<file path="config.mk">
export PLATFORM = sky130hd
export DESIGN_NAME = synapse_weight_loader_flat
export DESIGN_NICKNAME = d
export VERILOG_FILES = /design/src/rtl/synapse_weight_loader_if.sv /design/src/rtl/synapse_weight_loader.sv /design/src/flat_wrapper.sv
export SDC_FILE = /design/constraint.sdc
export NUM_CORES = 1
export LEC_CHECK = 0
export ABC_AREA = 0
export BUFFER_PORTS_ARGS = -buffer_cell sky130_fd_sc_hd__clkbuf_2
export CAP_MARGIN = 20
export CORE_MARGIN = 1
export CORE_UTILIZATION = 39
export DETAILED_ROUTE_END_ITERATION = 10
export HOLD_SLACK_MARGIN = 0.1
export SYNTH_ARGS = -nofsm -noshare
export SYNTH_HDL_FRONTEND = slang
export SYNTH_SLANG_ARGS = --single-unit
</file>
<file path="constraint.sdc">
create_clock -name clk -period 7.6 [get_ports clk]
set_input_delay 1.52 -clock clk [delete_from_list [all_inputs] [get_ports clk]]
set_output_delay 1.52 -clock clk [all_outputs]
set_load 0.01 [all_outputs]
</file>
<file path="src/rtl/synapse_weight_loader_if.sv">
// Bus between the configuration bit source (master) and the weight loader (slave).
//   frame_start  master->slave  start a new frame; this cycle's bit is bit 0 when bit_valid
//   bit_in       master->slave  serial data, MSB of each word first
//   bit_valid    master->slave  bit_in qualifier; low = stall
//   weights_out  slave->master  committed matrix, word k at [TOT-1-k*WIDTH -: WIDTH]
//   load_done    slave->master  one-cycle pulse after weights_out updates
//   busy         slave->master  a frame is in flight
//   word_idx     slave->master  index of the word being shifted
//   err          slave->master  sticky parity error (tied 0 without WLOAD_PARITY_EN)
interface synapse_weight_loader_if #(
  parameter int unsigned ROWS  = 5,
  parameter int unsigned COLS  = 3,
  parameter int unsigned WIDTH = 4
);
  localparam int unsigned N   = ROWS * COLS;
  localparam int unsigned TOT = N * WIDTH;
  localparam int unsigned IW  = (N > 1) ? $clog2(N) : 1;

  logic           frame_start;
  logic           bit_in;
  logic           bit_valid;
  logic [TOT-1:0] weights_out;
  logic           load_done;
  logic           busy;
  logic [IW-1:0]  word_idx;
  logic           err;

  modport master (
    output frame_start, bit_in, bit_valid,
    input  weights_out, load_done, busy, word_idx, err
  );

  modport slave (
    input  frame_start, bit_in, bit_valid,
    output weights_out, load_done, busy, word_idx, err
  );
endinterface

</file>
<file path="src/rtl/synapse_weight_loader.sv">
// Serial-to-parallel loader for the synapse weight matrix. A MSB-first bit stream is assembled
// into ROWS x COLS words of WIDTH bits (row-major) in a shadow buffer; the shadow is copied to
// weights_out only on a full-frame commit, so the neuron side never sees a partial frame.
// Ports:
//   clk    rising-edge clock
//   rst_n  asynchronous active-low reset
//   wl     synapse_weight_loader_if slave modport (stream in, committed matrix/status out)
// Optional feature: define WLOAD_PARITY_EN to expect one even-parity bit after every word; a
// mismatch sets err, aborts the frame and leaves weights_out untouched.
module synapse_weight_loader #(
  parameter int unsigned ROWS  = 5,
  parameter int unsigned COLS  = 3,
  parameter int unsigned WIDTH = 4
) (
  input logic                   clk,
  input logic                   rst_n,
  synapse_weight_loader_if.slave wl
);
  localparam int unsigned N   = ROWS * COLS;
  localparam int unsigned TOT = N * WIDTH;
  localparam int unsigned IW  = (N > 1) ? $clog2(N) : 1;
  localparam int unsigned BW  = $clog2(WIDTH + 1);

  typedef enum logic [1:0] {
    StIdle   = 2'd0,
    StShift  = 2'd1,
`ifdef WLOAD_PARITY_EN
    StParity = 2'd2,
`endif
    StCommit = 2'd3
  } state_e;

  state_e         r_state,     w_state_nxt;
  logic [TOT-1:0] r_shadow,    w_shadow_nxt;
  logic [TOT-1:0] r_weights,   w_weights_nxt;
  logic           r_load_done, w_load_done_nxt;
  logic [IW-1:0]  r_word_idx,  w_word_idx_nxt;
  logic [BW-1:0]  r_bit_cnt,   w_bit_cnt_nxt;
`ifdef WLOAD_PARITY_EN
  logic           r_err,       w_err_nxt;
`endif

  logic           w_start;
  logic [IW-1:0]  w_idx;
  logic [BW-1:0]  w_cnt;
  int             w_base;
  logic [WIDTH-1:0] w_word;
  logic [WIDTH:0]   w_word_ext;

  always_ff @(posedge clk or negedge rst_n) begin
    if (!rst_n) begin
      r_state     <= StIdle;
      r_shadow    <= '0;
      r_weights   <= '0;
      r_load_done <= 1'b0;
      r_word_idx  <= '0;
      r_bit_cnt   <= '0;
`ifdef WLOAD_PARITY_EN
      r_err       <= 1'b0;
`endif
    end else begin
      r_state     <= w_state_nxt;
      r_shadow    <= w_shadow_nxt;
      r_weights   <= w_weights_nxt;
      r_load_done <= w_load_done_nxt;
      r_word_idx  <= w_word_idx_nxt;
      r_bit_cnt   <= w_bit_cnt_nxt;
`ifdef WLOAD_PARITY_EN
      r_err       <= w_err_nxt;
`endif
    end
  end

  always_comb begin
    w_state_nxt     = r_state;
    w_shadow_nxt    = r_shadow;
    w_weights_nxt   = r_weights;
    w_load_done_nxt = 1'b0;
    w_word_idx_nxt  = r_word_idx;
    w_bit_cnt_nxt   = r_bit_cnt;
`ifdef WLOAD_PARITY_EN
    w_err_nxt       = r_err;
`endif

    // frame_start in any state (re)starts at word 0; this cycle's bit already belongs to it
    w_start    = wl.frame_start;
    w_idx      = w_start ? '0 : r_word_idx;
    w_cnt      = w_start ? '0 : r_bit_cnt;
    w_base     = int'(TOT) - 1 - int'(w_idx) * int'(WIDTH);
    w_word     = r_shadow[w_base -: WIDTH];
    w_word_ext = {w_word, wl.bit_in};

    // Commit copies the already-complete shadow, so a new frame may start shifting alongside
    if (r_state == StCommit) begin
      w_weights_nxt   = r_shadow;
      w_load_done_nxt = 1'b1;
      w_state_nxt     = StIdle;
    end

    if (w_start) begin
      w_state_nxt    = StShift;
      w_word_idx_nxt = '0;
      w_bit_cnt_nxt  = '0;
`ifdef WLOAD_PARITY_EN
      w_err_nxt      = 1'b0;
`endif
    end

    if ((w_start || r_state == StShift) && wl.bit_valid) begin
      w_shadow_nxt[w_base -: WIDTH] = w_word_ext[WIDTH-1:0];
      if (w_cnt == BW'(WIDTH - 1)) begin
        w_bit_cnt_nxt  = '0;
        w_word_idx_nxt = w_idx;
`ifdef WLOAD_PARITY_EN
        w_state_nxt    = StParity;
`else
        if (w_idx == IW'(N - 1)) begin
          w_state_nxt = StCommit;
        end else begin
          w_word_idx_nxt = w_idx + 1'b1;
          w_state_nxt    = StShift;
        end
`endif
      end else begin
        w_bit_cnt_nxt = w_cnt + 1'b1;
      end
    end
`ifdef WLOAD_PARITY_EN
    else if (r_state == StParity && wl.bit_valid) begin
      // Even parity: the word XOR its parity bit must be zero
      if ((^w_word) ^ wl.bit_in) begin
        w_err_nxt   = 1'b1;
        w_state_nxt = StIdle;
      end else if (w_idx == IW'(N - 1)) begin
        w_state_nxt = StCommit;
      end else begin
        w_word_idx_nxt = w_idx + 1'b1;
        w_state_nxt    = StShift;
      end
    end
`endif
  end

  assign wl.weights_out = r_weights;
  assign wl.load_done   = r_load_done;
  assign wl.busy        = (r_state != StIdle);
  assign wl.word_idx    = r_word_idx;
`ifdef WLOAD_PARITY_EN
  assign wl.err         = r_err;
`else
  assign wl.err         = 1'b0;
`endif
endmodule

</file>
<file path="src/flat_wrapper.sv">
// flat-port wrapper written by rule: the top's interface ports become plain ports
module synapse_weight_loader_flat 
#(
  parameter int unsigned ROWS  = 5,
  parameter int unsigned COLS  = 3,
  parameter int unsigned WIDTH = 4
)
  (clk, rst_n, wl_frame_start, wl_bit_in, wl_bit_valid, wl_weights_out, wl_load_done, wl_busy, wl_word_idx, wl_err);
  synapse_weight_loader_if #(.ROWS(ROWS), .COLS(COLS), .WIDTH(WIDTH)) wl_i ();
  input logic clk;
  input logic rst_n;
  input wire logic [$bits(wl_i.frame_start)-1:0] wl_frame_start;
  input wire logic [$bits(wl_i.bit_in)-1:0] wl_bit_in;
  input wire logic [$bits(wl_i.bit_valid)-1:0] wl_bit_valid;
  output wire logic [$bits(wl_i.weights_out)-1:0] wl_weights_out;
  output wire logic [$bits(wl_i.load_done)-1:0] wl_load_done;
  output wire logic [$bits(wl_i.busy)-1:0] wl_busy;
  output wire logic [$bits(wl_i.word_idx)-1:0] wl_word_idx;
  output wire logic [$bits(wl_i.err)-1:0] wl_err;
  assign wl_i.frame_start = wl_frame_start;
  assign wl_i.bit_in = wl_bit_in;
  assign wl_i.bit_valid = wl_bit_valid;
  assign wl_weights_out = wl_i.weights_out;
  assign wl_load_done = wl_i.load_done;
  assign wl_busy = wl_i.busy;
  assign wl_word_idx = wl_i.word_idx;
  assign wl_err = wl_i.err;
  synapse_weight_loader #(.ROWS(ROWS), .COLS(COLS), .WIDTH(WIDTH)) u_core (.clk(clk), .rst_n(rst_n), .wl(wl_i));
endmodule
</file>
---- After elaboration in Yosys (flattened, before gate mapping) ----
Cells that the tools add are included.
cells by class
  add/sub/neg operators ................... 4
  $mul .................................... 0
  div/mod/pow operators ................... 0
  magnitude comparators ................... 0
  eq/ne operators ......................... 4
  shift-type cells ........................ 3
  muxes and demuxes ....................... 14
  bitwise operators ....................... 0
  reductions and logical operators ........ 3
operator list
  operator                   number
  $shift A4 B33 Y63 const A  1
  $shiftx A4 B33 Y63         1
  $shiftx A63 B32 Y3         1
  $bwmux W60                 1
  $neg A32 Y33               1
  $mux W4                    4
  $mux W2                    5
  $mux W3                    3
  $sub A6 B6 Y7 const A      1
  $add A4 B1 Y4 const B      1
  $eq A4 B4 Y1 const B       1
  $add A3 B1 Y3 const B      1
  $eq A3 B2 Y1 const B       1
  $eq A2 B1 Y1 const B       1
  $eq A2 B2 Y1 const B       1
  $reduce_bool A2 Y1         1
  $logic_and A1 B1 Y1        1
  $logic_or A1 B1 Y1         1
  $mux W1                    1
word-level totals
  flip-flop bits (word level) ............. 130
  bits in latches ......................... 0
  bits in writable memories ............... 0
  memory bits (read-only) ................. 0
  bits of input ports ..................... 5
  word-level logic and storage cells ...... 34
  memories ................................ 0

---- Longest topological paths before layout ----
  depth in word-level cells ............... 5
  depth in mapped cells ................... 11
  depth with buffers taken out ............ 7

---- Worst setup path before layout ----
No wires, ideal clock.
  kind .................................... input-to-reg
  start point ............................. input port wl_frame_start
  end point ............................... register u_core.r_shadow[11]
  arrival ................................. 3.613 ns
  slack ................................... 3.863 ns
  stages .................................. 10
  buffers on the path ..................... 4
  path through ............................ buf_6 clkbuf_1 nor2b_1 ha_1 buf_2 clkbuf_1 mux2i_1 nand2_1 a22o_1 mux2_2
on the way
  longest elaborated chain between the ends .. 5
RTL lines
  what                                                            RTL line                                                   source
  start, declared                                                 flat_wrapper.sv:12                                         input wire logic [$bits(wl_i.frame_start)-1:0] wl_frame_start;
  $mux W4                                                         synapse_weight_loader.sv:87                                w_idx = w_start ? '0 : r_word_idx;
  $sub A6 B6 Y7                                                   synapse_weight_loader.sv:89                                w_base = int'(TOT) - 1 - int'(w_idx) * int'(WIDTH);
  $neg A32 Y33 / $shiftx A63 B32 Y3 (equally long branches)       synapse_weight_loader.sv:110, synapse_weight_loader.sv:90
  $shiftx A4 B33 Y63 / $shift A4 B33 Y63 (equally long branches)  synapse_weight_loader.sv:110                               w_shadow_nxt[w_base -: WIDTH] = w_word_ext[WIDTH-1:0];
  $bwmux W60                                                      synapse_weight_loader.sv:110
  end signal, assigned                                            synapse_weight_loader.sv:63                                r_shadow <= w_shadow_nxt;
  end, declared                                                   synapse_weight_loader.sv:34                                logic [TOT-1:0] r_shadow, w_shadow_nxt;
Several ways; a longest one is shown, not always the timed one.
A chain may end at the register's enable or synchronous reset.

---- Worst setup path after layout ----
  start point ............................. input port wl_frame_start
  end point ............................... register u_core.r_shadow[3]
The elaborated chain is that of the path after synthesis.

==> qor.csv <==
metric,value,unit
grt-ovfl-total,0,
slew_headroom,40.12,%
fin_setup_tns,0,ns
die_h,123.3,µm
critPathMaxFanout,20,
reg2reg_depth,6,
cts_buffer_depth,2,
hold_viol_final,0,
crit_required,7.90,ns
cp_slowest_stage_delay,0.72,ns
ys_ff_latch,130,
route.vias.total,3582,
firstDrtPassIters,4,
routed_via_density,5.147,
die_w,123.3,µm
critPathLaunchType,input port,
clk_latency,0.42,ns
path_cells,clkbuf_2 -> nor2b_4 -> ha_1 -> o211ai_1 -> or3_1 -> nor2_4 -> mux2_2,
maxSlewViolCount,0,
hold_start,u_core.wl.weights_out[55]$_DFFE_PN0P_,
worstMarginPinSlew,0.8982,ns
avgSynthCellArea,13.24,µm²
synth_area,0.005734,mm²
syn_inst,433,
syn_nets,441,
rr_startpoint,u_core.wl.word_idx[0]$_DFF_PN0_,
leakagePower,3.439,nW
rr_endpoint,u_core.r_shadow[3]$_DFFE_PN0P_,
worst_slack,3.495,ns
grt_pass1_wl,19.88,mm
status,"finished, final reports clean",
grt_use_total,17.78,%
ios,72,
grt_pass1_vias,3686,
layout.nets,511,
antenna_found_initial,0,
ys_types,50,
htreeDepth,4,
power-per-cell-area,232.7,mW/mm²
postRouteAntennaNets,0,
core,0.01410,mm²
hpwlAfterDp,8.426,mm
cts_tree,done,
min_path_type,reg2reg,
dpl_worst_slack,3.039,ns
std_cell_rows,43,
clkTransAtPathRegs,0.06,ns
crit_type,in2reg,
slowest_stage,ha_1,
cts_sinks,130,
yosysWarningCount,0,
cts_hold_buf,0,
cts-root-buf,clkbuf_16,
place_congestion,0.7938,
min_period_over_period,54.01,%
syn_to_final_growth,18.57,%
antenna_cells,0,
drv_cap,0,
initial_core_util,40.68,%
grt_max_degree,71,
grt_setup_unrepaired,no,
dr.first_iter.drc_count,173,
peakVddDrop,0.1454,mV
end_kind,register,
postCtsSetupRepairBufs,0,
reg2reg_slack,4.30,ns
seq_area_frac_synth,56.73,%
drive_gt1_share,43.60,%
cts_buffers,17,
crit_arrival,4.41,ns
dieArea,0.01519,mm²
routed_wl,12.09,mm
finClkSkew,0.008210,ns
post_cts_resized,0,
whs_path_depth,2,
fin_crit,4.105,ns
final_core_util,48.23,%
numPortBuffers,70,
setup_viol,0,
wl_per_cell,17.37,µm
fmax,0.2436,GHz
hold_end,u_core.wl.weights_out[55]$_DFFE_PN0P_,
remaining_drc_errors,0,
==> cell usage after synthesis (all sizes together) <==
cell     instances  area [µm²]
and3b            1       8.760
o211a            1       10.01
nor2b            9       63.81
o21a             1       7.510
a22o             7       61.31
o21ai           11       55.05
mux4             5       112.6
buf             15       106.3
ha               3       37.54
inv             14       52.55
a21boi           1       7.510
a211oi           3       22.52
a21o             1       7.510
clkbuf           6       22.52
or2              3       18.77
mux2i           18       192.7
xor2             1       16.27
nor3b            4       30.03
nand2           53       203.9
mux2            98        1104
nor3             4       30.03
dfrtp          130        3253
nand4            3       18.77
or3              3       18.77
xnor2            3       26.28
nand3            1       5.000
a311oi           1       8.760
nor2            13       68.81
nand3b           1       7.510
nand2b           3       26.27
a21oi            4       31.28
o2bb2ai          6       52.55
conb             1       3.750
and3             1       11.26
o211ai           2       15.01
o2111ai          1       8.760
o21bai           1       7.510
==> critical path, delay by kind of cell <==
| family | cells | cell delay, ns |
|---|---|---|
| and+or+nand+nor | 3 | 1.22 |
| adders and majority gates | 1 | 0.72 |
| muxes | 1 | 0.35 |
| AOI/OAI and AO/OA | 1 | 0.32 |
| buffers and inverters | 1 | 0.25 |
==> kinds of logic (layout without fill, tap and decap cells) <==
logic type | count (synthesis) | after routing | share of synthesized area (%)
flip-flops | 130 | 130 | 56.73
XOR/XNOR | 4 | 4 | 0.7420
multiplexers | 121 | 121 | 24.57
buffers and inverters | 35 | 118 | 3.164
AO/OA/AOI/OAI | 40 | 40 | 5.150
other | 1 | 1 | 0.06540
AND/OR/NAND/NOR | 99 | 99 | 8.924
adder cells (fa/ha/maj) | 3 | 3 | 0.6547
==> power by group <==
group / internal (mW) / switching, mW / leakage [nW] / total (mW)
Clock: 0.508 / 0.298 / 0.284 / 0.806
Sequential: 0.708 / 0.0109 / 1.76 / 0.719
Combinational: 0.0198 / 0.0375 / 1.39 / 0.0573
Total: 1.24 / 0.346 / 3.44 / 1.58
==> per-layer routing <==
| metal | GRT usage, % | share of wire (%) | vias up |
|---|---|---|---|
| met5 | 0 | 0 | - |
| met3 | 4.566 | 3.7 | 20 |
| met1 | 23.20 | 46 | 1838 |
| li1 | - | - | 1655 |
| met4 | 8.057 | 2.0 | 0 |
| met2 | 27.83 | 48 | 69 |
==> final cells by class <==
| cell class | instances | area [µm²] |
|---|---|---|
| Tap cell | 180 | 225.2 |
| Clock buffer | 20 | 466.7 |
| Inverter | 14 | 52.55 |
| Multi-Input combinational cell | 268 | 2302 |
| Sequential cell | 130 | 3253 |
| Clock inverter | 12 | 131.4 |
| Timing Repair Buffer | 72 | 367.9 |
| Fill cell | 1270 | 7297 |
==> how the worst max path moves through the flow <==
stage	start	to	slack (ns)	cells past startpoint
after global placement	wl_frame_start	u_core.r_shadow[35]$_DFFE_PN0P_	3.17	7
after floorplan	wl_frame_start	u_core.r_shadow[11]$_DFFE_PN0P_	3.86	10
after global routing	wl_frame_start	u_core.r_shadow[47]$_DFFE_PN0P_	3.33	7
final	wl_frame_start	u_core.r_shadow[3]$_DFFE_PN0P_	3.50	7
after CTS	wl_frame_start	u_core.r_shadow[3]$_DFFE_PN0P_	3.47	7
after detailed placement	wl_frame_start	u_core.r_shadow[3]$_DFFE_PN0P_	3.04	7
==> cell usage in the layout, fill, tap and decap left out, drive strengths merged, types with 2 or more instances in the layout <==
master,synthesis,layout
a211oi,3,3
a21oi,4,4
a22o,7,7
buf,15,3
bufinv,0,2
clkbuf,6,89
clkinv,0,5
clkinvlp,0,4
dfrtp,130,130
ha,3,3
inv,14,15
mux2,98,98
mux2i,18,18
mux4,5,5
nand2,53,53
nand2b,3,3
nand4,3,3
nor2,13,13
nor2b,9,9
nor3,4,4
nor3b,4,4
o211ai,2,2
o21ai,11,11
o2bb2ai,6,6
or2,3,3
or3,3,3
xnor2,3,3
==> per-stage QoR <==
stage	hold slack, ns	instances	total power, mW	instance area (µm²)
final	0.4850	696	1.582	6799
after global routing	0.5044	696	1.645	6799
after CTS	0.4897	696	1.604	6799
after detailed placement	0.4775	664	0.7894	6201
after global placement	0.4694	664	0.7876	6201
after floorplan	0.4730	433	0.7599	5734
==> state kept, by name (all words and copies together), names as in the netlist <==
register,flops
u_core.r_shadow,60
u_core.r_bit_cnt,3
u_core.wl.weights_out,60
u_core.wl.load_done,1
u_core.wl.word_idx,4
u_core.r_state,2
(Power assumes the default switching activity.)
